**config.mk**
```make
export PLATFORM = sky130hd
export DESIGN_NAME = key_ctrl
export DESIGN_NICKNAME = d
export VERILOG_FILES = /design/src/rtl/key_ctrl.sv
export SDC_FILE = /design/constraint.sdc
export NUM_CORES = 1
export LEC_CHECK = 0
export BUFFER_PORTS_ARGS = -buffer_cell sky130_fd_sc_hd__buf_2
export CAP_MARGIN = 15
export CORE_MARGIN = 2
export CORE_UTILIZATION = 35
export CTS_CLUSTER_DIAMETER = 40
export CTS_CLUSTER_SIZE = 20
export DETAILED_ROUTE_END_ITERATION = 12
export GPL_ROUTABILITY_DRIVEN = 0
export PLACE_DENSITY_LB_ADDON = 0.25
export SLEW_MARGIN = 20
export SYNTH_ARGS = -nofsm -noshare
export SYNTH_HDL_FRONTEND = slang
export SYNTH_SLANG_ARGS = --single-unit
```
**constraint.sdc**
```tcl
create_clock -name clk -period 2.3 [get_ports clk]
set_input_delay 0.23 -clock clk [delete_from_list [all_inputs] [get_ports clk]]
set_output_delay 0.23 -clock clk [all_outputs]
set_load 0.01 [all_outputs]
```
**src/rtl/key_ctrl.sv**
```systemverilog
// key_ctrl: synchronises and debounces eight active-low push-buttons, latches sticky press
// events and raises a maskable level interrupt; state, events and mask sit on a small word bus.
module key_ctrl #(
    parameter int unsigned DEBOUNCE_CYCLES = 250000,
    parameter int unsigned CNT_W           = 18
) (
    input  logic        clk,
    input  logic        rstn,
    input  logic [7:0]  KeyIn,
    input  logic [1:0]  Addr,
    input  logic        WE,
    input  logic [31:0] Din,
    output logic [31:0] Dout,
    output logic        IRQ
);

    localparam logic [CNT_W-1:0] CntLast   = CNT_W'(DEBOUNCE_CYCLES - 1);
    localparam logic [1:0]       AddrState = 2'd0;
    localparam logic [1:0]       AddrEvent = 2'd1;
    localparam logic [1:0]       AddrMask  = 2'd2;

    logic [7:0]            sync1_q, sync2_q;
    logic [7:0]            stable_q, stable_d;
    logic [7:0][CNT_W-1:0] cnt_q, cnt_d;
    logic [7:0]            event_q, event_d;
    logic [7:0]            mask_q, mask_d;
    logic                  irq_q, irq_d;
    logic [7:0]            press;
    logic [7:0]            clr;
    logic                  unused_din;

    assign unused_din = ^Din[31:8];

    // Per-key debounce: count consecutive cycles away from the stable level.
    always_comb begin
        stable_d = stable_q;
        cnt_d    = cnt_q;
        for (int i = 0; i < 8; i++) begin
            if (sync2_q[i] == stable_q[i]) begin
                cnt_d[i] = '0;
            end else if (cnt_q[i] == CntLast) begin
                stable_d[i] = sync2_q[i];
                cnt_d[i]    = '0;
            end else begin
                cnt_d[i] = cnt_q[i] + CNT_W'(1);
            end
        end
    end

    always_comb begin
        press   = stable_d & ~stable_q;
        clr     = (WE && (Addr == AddrEvent)) ? Din[7:0] : 8'h00;
        // A new press on the same edge as a clear keeps the event set.
        event_d = (event_q & ~clr) | press;
        mask_d  = (WE && (Addr == AddrMask)) ? Din[7:0] : mask_q;
        irq_d   = |(event_q & mask_q);
    end

    always_ff @(posedge clk or negedge rstn) begin
        if (!rstn) begin
            sync1_q  <= '0;
            sync2_q  <= '0;
            stable_q <= '0;
            cnt_q    <= '0;
            event_q  <= '0;
            mask_q   <= '0;
            irq_q    <= 1'b0;
        end else begin
            sync1_q  <= ~KeyIn;
            sync2_q  <= sync1_q;
            stable_q <= stable_d;
            cnt_q    <= cnt_d;
            event_q  <= event_d;
            mask_q   <= mask_d;
            irq_q    <= irq_d;
        end
    end

    always_comb begin
        Dout = 32'h0;
        unique case (Addr)
            AddrState: Dout = {24'h0, stable_q};
            AddrEvent: Dout = {24'h0, event_q};
            AddrMask:  Dout = {24'h0, mask_q};
            default:   Dout = 32'h0;
        endcase
    end

    assign IRQ = irq_q;

endmodule
```
==> flow_summary.toml, run 1 <==
[grt]
grt_pass1_wl_mm = 31.1
grt_max_degree = 62
overflow = 0
grt_pass1_vias = 6333
globalRouteTotalUtil = 0.136
antenna_found_initial = 0

[min_path]
min-delay-path-class = "primary input to register"

[placed_design]
post_dp_cell_area_um2 = 9750
dp_hpwl_mm = 12.5
port_buffers = 29

[cts]
cts.clk_slew.worst_paths_ns = 0.07
cts_resized = 0
cts_tree = "done"
cts_sinks = 185
cts_root_buf = "clkbuf_16"
clk_latency_ns = 0.42
clk_path_buf_depth = 2
cts-buffers-inserted = 17
cts.htree.levels = 4

[floorplanning]
die_h_um = 166
core_um2 = 25800
die_w_um = 166
die_area_um2 = 27500
start_util = 0.354
io_pins = 78
row_count = 59

[synth]
synth_seq_cells = 185
ys.flop_type = "dfrtp_1"
synth.avg_cell_area_um2 = 10.1
synthCells = 909
synth_edf_count = 0
synth_cell_type_count = 43
async_flop_share = 1.00
syn_area_um2 = 9150
synth_seq_area_share = 0.506
yosysWarnings = 0

[critical_path]
crit_arrival_ns = 2.29
start_kind = "register"
required_ns = 2.60
worst-setup-path-type = "register to register"
cp_max_fo = 6
endpoint_kind = "register"

[detailed_routing]
drt-initial-drc-count = 400
routed_wirelength_mm = 17.8
drt-vias-per-instance = 4.89
drc = 0
ant_nets = 0
drtPass1Iterations = 4
wl_per_cell_um = 13.5
num_vias = 6455

[timing]
setup_viol = 0
drv_slew = 0
slew_headroom = 0.639
whs_ns = 0.0666
setup-tns-final_ns = 0
clock-skew-final_ns = 0.0107
fin_crit_ns = 1.99
post-route-period-util = 0.863
rsz0062_at_grt = "false"
worst_pin_slew_ns = 0.539
fmax_ghz = 0.504
finalHoldViolCount = 0

[run_status]
status = "finished clean"

[final_layout]
syn2layout_area_growth_pct = 13.8
postLayoutCellArea_um2 = 10400
drive_gt1_frac = 0.120
fill_cells = 2574
nets = 1023

[power_and_ir_drop]
ir_worst_vdd_mv = 0.446
clockPowerShare = 0.428
intPower_mw = 5.04
p_comb_frac = 0.052
pwr-share-seq = 0.521
p_sw_mw = 1.49
cellLeakagePower_nw = 4.32
powerDensity_nw_per_um2 = 627
swShare = 0.229

[flow_run]
maxCapViolations = 0
## per-layer routing
metal	up-vias	global-route usage	wire length, µm
met1	3115	0.192	9020
li1	3259	-	-
met3	8	0.0239	544
met5	-	0	0
met2	73	0.214	8080
met4	0	0.0412	148
## flip-flops by register name, indices dropped and copies added (netlist names)
signal,count
sync2_q,8
stable_q,8
cnt_q,144
mask_q,8
sync1_q,8
event_q,8
IRQ,1
## through the flow
stage	setup WS, ns	instances	power [mW]	util
2_1_floorplan	0.402	932	3.65	-
5_1_grt	0.207	1318	6.84	0.403
3_5_place_dp	0.326	1277	3.80	0.377
4_1_cts	0.296	1318	6.65	0.403
3_3_place_gp	0.375	1277	3.79	0.377
6_report	0.315	1319	6.53	0.403
## cell families (layout without fill, tap and decap cells)
group           count (synthesis)  in the layout  share of synthesized area
fa+ha+maj                       8              8                     0.0109
flops                         185            185                      0.506
buf+inv                        84            135                     0.0473
simple gates                  430            430                      0.241
xor+xnor                      126            126                      0.121
mux                            22             22                     0.0258
other cells                     1             25                   0.000410
compound gates                 53             53                     0.0483
## layout by cell type, fill, tap and decap left out, types with 4 or more instances in the layout
cell             n
dfrtp_1        185
nor2_1         154
xnor2_1         81
nand2_1         56
nor4_1          51
nand3_1         49
nand4_1         47
xor2_1          45
inv_1           37
buf_2           28
buf_4           26
nor3_1          24
conb_1          24
o21ai_0         18
clkbuf_16       17
mux2_2          13
and4_1          10
mux2i_1          9
a21oi_1          9
dlygate4sd3_1    9
o31ai_1          8
ha_1             8
a32o_1           6
nor4bb_1         5
and3_1           5
or4_1            5
o41ai_4          4
or2_2            4
a22oi_1          4
clkbuf_8         4
clkinvlp_4       4
## Yosys cell counts, drive strengths merged, types with 2 or more instances
library cell,n,share of area
or2,4,0.0027
nand4,51,0.040
buf,33,0.026
nor3,24,0.013
mux2i,9,0.0098
inv,37,0.015
o31ai,8,0.0066
o41ai,7,0.017
xor2,45,0.043
mux2,13,0.016
nor2b,2,0.0014
ha,8,0.011
a32o,6,0.0066
a22oi,4,0.0033
or4,9,0.0088
and3,5,0.0034
o21ai,19,0.010
nand3,49,0.027
a21oi,9,0.0049
dfrtp,185,0.51
nor4,51,0.035
nor4b,3,0.0029
or3,3,0.0021
and4,10,0.0096
clkbuf,14,0.0057
nor4bb,5,0.0055
nor2,154,0.063
xnor2,81,0.078
nand2,56,0.023
## worst paths after layout
check / startpoint / to / slack (ns) / cells past startpoint
worst max register to register: cnt_q[100]$_DFF_PN0_ / stable_q[5]$_DFF_PN0_ / 0.31 / 4
worst min-delay path: Din[5] / mask_q[5]$_DFFE_PN0P_ / 0.07 / 2
min in group asynchronous: rstn / cnt_q[136]$_DFF_PN0_ / 0.34 / 2
max in group asynchronous: rstn / cnt_q[97]$_DFF_PN0_ / 1.26 / 3
worst max-delay path: cnt_q[100]$_DFF_PN0_ / stable_q[5]$_DFF_PN0_ / 0.31 / 4
worst min register to register: sync1_q[6]$_DFF_PN0_ / sync2_q[6]$_DFF_PN0_ / 0.35 / 0
## critical path, cell delays in order (launching register included)
cell     delay (ns)
dfrtp_1        0.45
nor4_1         0.31
nand4_1        0.24
nor4_1         0.48
mux2_2         0.38
## power by group through the flow
stage,Sequential [mW],Combinational (mW),Clock [mW]
floorplan,3.44,0.205,0
global placement,3.46,0.336,0
detailed placement,3.46,0.339,0
CTS,3.40,0.351,2.90
global route,3.41,0.392,3.04
finish,3.40,0.337,2.79
## layout make-up
type                       instances  area (µm²)  share of cell area
sequential                       185        4630               0.445
inverter                          37         139              0.0133
clock inverter                    10        92.6             0.00889
multi-input combinational        663        4180               0.401
tap                              335         419              0.0403
timing repair buffer              66         479              0.0460
antenna                            1        2.50            0.000240
clock buffer                      22         474              0.0455
## what timing repair did
| item | in CTS | in global routing |
|---|---|---|
| hold buffers | 9 | 0 |
| endpoints found under the hold margin | 65 | 0 |
| setup buffers | 0 | 0 |
No activity file was read; power rests on OpenSTA's default activity.
==> run 2, diff against run 1 <==
==> constraint.sdc (replaced) <==
create_clock -name clk -period 2.3 [get_ports clk]
set_input_delay 0.46 -clock clk [delete_from_list [all_inputs] [get_ports clk]]
set_output_delay 0.46 -clock clk [all_outputs]
set_load 0.01 [all_outputs]
==> flow_summary.toml, run 2 (synthesis gave the netlist of run 1 again) <==
[run_status]
status = "finished clean"

[placed_design]
port_buffers = 29
post_dp_cell_area_um2 = 9750
dp_hpwl_mm = 12.5

[detailed_routing]
ant_nets = 0
drtPass1Iterations = 5
routed_wirelength_mm = 17.9
drt-vias-per-instance = 4.96
num_vias = 6488
drc = 0
wl_per_cell_um = 13.7
drt-initial-drc-count = 394

[critical_path]
critPathMostFrequentCell = "nor4_1"
rr_worst_depth = 4
cp_max_fo = 6
critPathMaxStageDelay_ns = 0.52
path_cells = "nor4_1 > nand4_1 > nor4_1 > mux2_2"
endpoint_kind = "register"
cpMaxStageDelayCell = "nor4_1"
worst-setup-path-type = "register to register"
start_kind = "register"
crit_arrival_ns = 2.32
required_ns = 2.61

[power_and_ir_drop]
powerDensity_nw_per_um2 = 647
cellLeakagePower_nw = 4.30
ir_worst_vdd_mv = 0.437

[final_layout]
postLayoutCellArea_um2 = 10400
drive_gt1_frac = 0.119
top_register = "cnt_q"
final_common_cell = "dfrtp_1"
largest_reg_flops = 144
syn2layout_area_growth_pct = 13.2
final_cell_mix = "185 x dfrtp_1, 154 x nor2_1, 81 x xnor2_1"
nets = 1013

[timing]
finalHoldViolCount = 0
post-route-period-util = 0.876
fin_crit_ns = 2.02
drv_slew = 0
worst_pin_slew_ns = 0.551
setup_viol = 0
clock-skew-final_ns = 0.00842
setup-tns-final_ns = 0
rsz0062_at_grt = "false"
slew_headroom = 0.631
fmax_ghz = 0.496

[floorplanning]
die_w_um = 166
start_util = 0.354
core_um2 = 25800
row_count = 59
io_pins = 78
die_h_um = 166
die_area_um2 = 27500

[cts]
cts_sinks = 185
clk_latency_ns = 0.42
cts.htree.levels = 4
cts-buffers-inserted = 17
hold_buffers = 1
cts_root_buf = "clkbuf_16"
cts_tree = "done"
cts_resized = 0
postCtsSetupRepairBufs = 0
clk_path_buf_depth = 2
cts.clk_slew.worst_paths_ns = 0.07

[grt]
antenna_found_initial = 1
grt_max_degree = 52
globalRouteTotalUtil = 0.137
grt_pass1_wl_mm = 31.3
overflow = 0
grt_pass1_vias = 6318

[min_path]
holdPathStages = 2
min-delay-path-class = "primary input to register"

[flow_run]
maxCapViolations = 0
==> run 2: area by class of cell <==
type | instances | area (µm²)
inverters | 37 | 139
well taps | 335 | 419
fillers | 2541 | 15500
repair buffers | 56 | 397
flip-flops and latches | 185 | 4630
clock buffers | 19 | 453
multi-input cells | 663 | 4180
clock inverters | 11 | 148
diodes | 1 | 2.50
==> run 2: critical path: cells and delay by family, from the launching register on <==
kind	cells	cell delay (ns)
AND/OR/NAND/NOR	3	1.08
flip-flops	1	0.44
multiplexers	1	0.39
==> run 2: per-layer routing <==
| layer | global-route usage | part of all wire | up-vias |
|---|---|---|---|
| li1 | - | - | 3234 |
| met1 | 0.193 | 0.50 | 3171 |
| met5 | 0 | 0 | - |
| met4 | 0.0382 | 0.012 | 0 |
| met3 | 0.0318 | 0.033 | 9 |
| met2 | 0.211 | 0.45 | 74 |
==> run 2: path summary, 6_finish.rpt <==
check                      slack (ns)                  from                    end
hold reg to reg                  0.35  sync1_q[0]$_DFF_PN0_   sync2_q[0]$_DFF_PN0_
setup reg to reg                 0.28  cnt_q[100]$_DFF_PN0_  stable_q[5]$_DFF_PN0_
max in group asynchronous        1.19                  rstn     cnt_q[4]$_DFF_PN0_
setup / recovery                 0.28  cnt_q[100]$_DFF_PN0_  stable_q[5]$_DFF_PN0_
min in group asynchronous        0.52                  rstn   cnt_q[137]$_DFF_PN0_
hold / removal                   0.17              KeyIn[2]   sync1_q[2]$_DFF_PN0_
==> run 2: power by group <==
group | leakage [nW] | switching (mW) | internal [mW]
clock network | 0.283 | 1.22 | 1.76
registers | 2.51 | 0.0686 | 3.33
logic | 1.50 | 0.213 | 0.120
total | 4.30 | 1.50 | 5.21
==> run 2: stage by stage <==
stage / total power, mW / hold slack [ns] / setup WS (ns) / instances / util
final: 6.71 / 0.169 / 0.284 / 1307 / 0.401
after global routing: 7.00 / 0.143 / 0.162 / 1306 / 0.401
after CTS: 6.83 / 0.142 / 0.306 / 1306 / 0.401
after detailed placement: 3.80 / 0.335 / 0.318 / 1275 / 0.377
after global placement: 3.80 / 0.332 / 0.338 / 1275 / 0.377
after floorplan: 3.65 / 0.164 / 0.402 / 932 / -
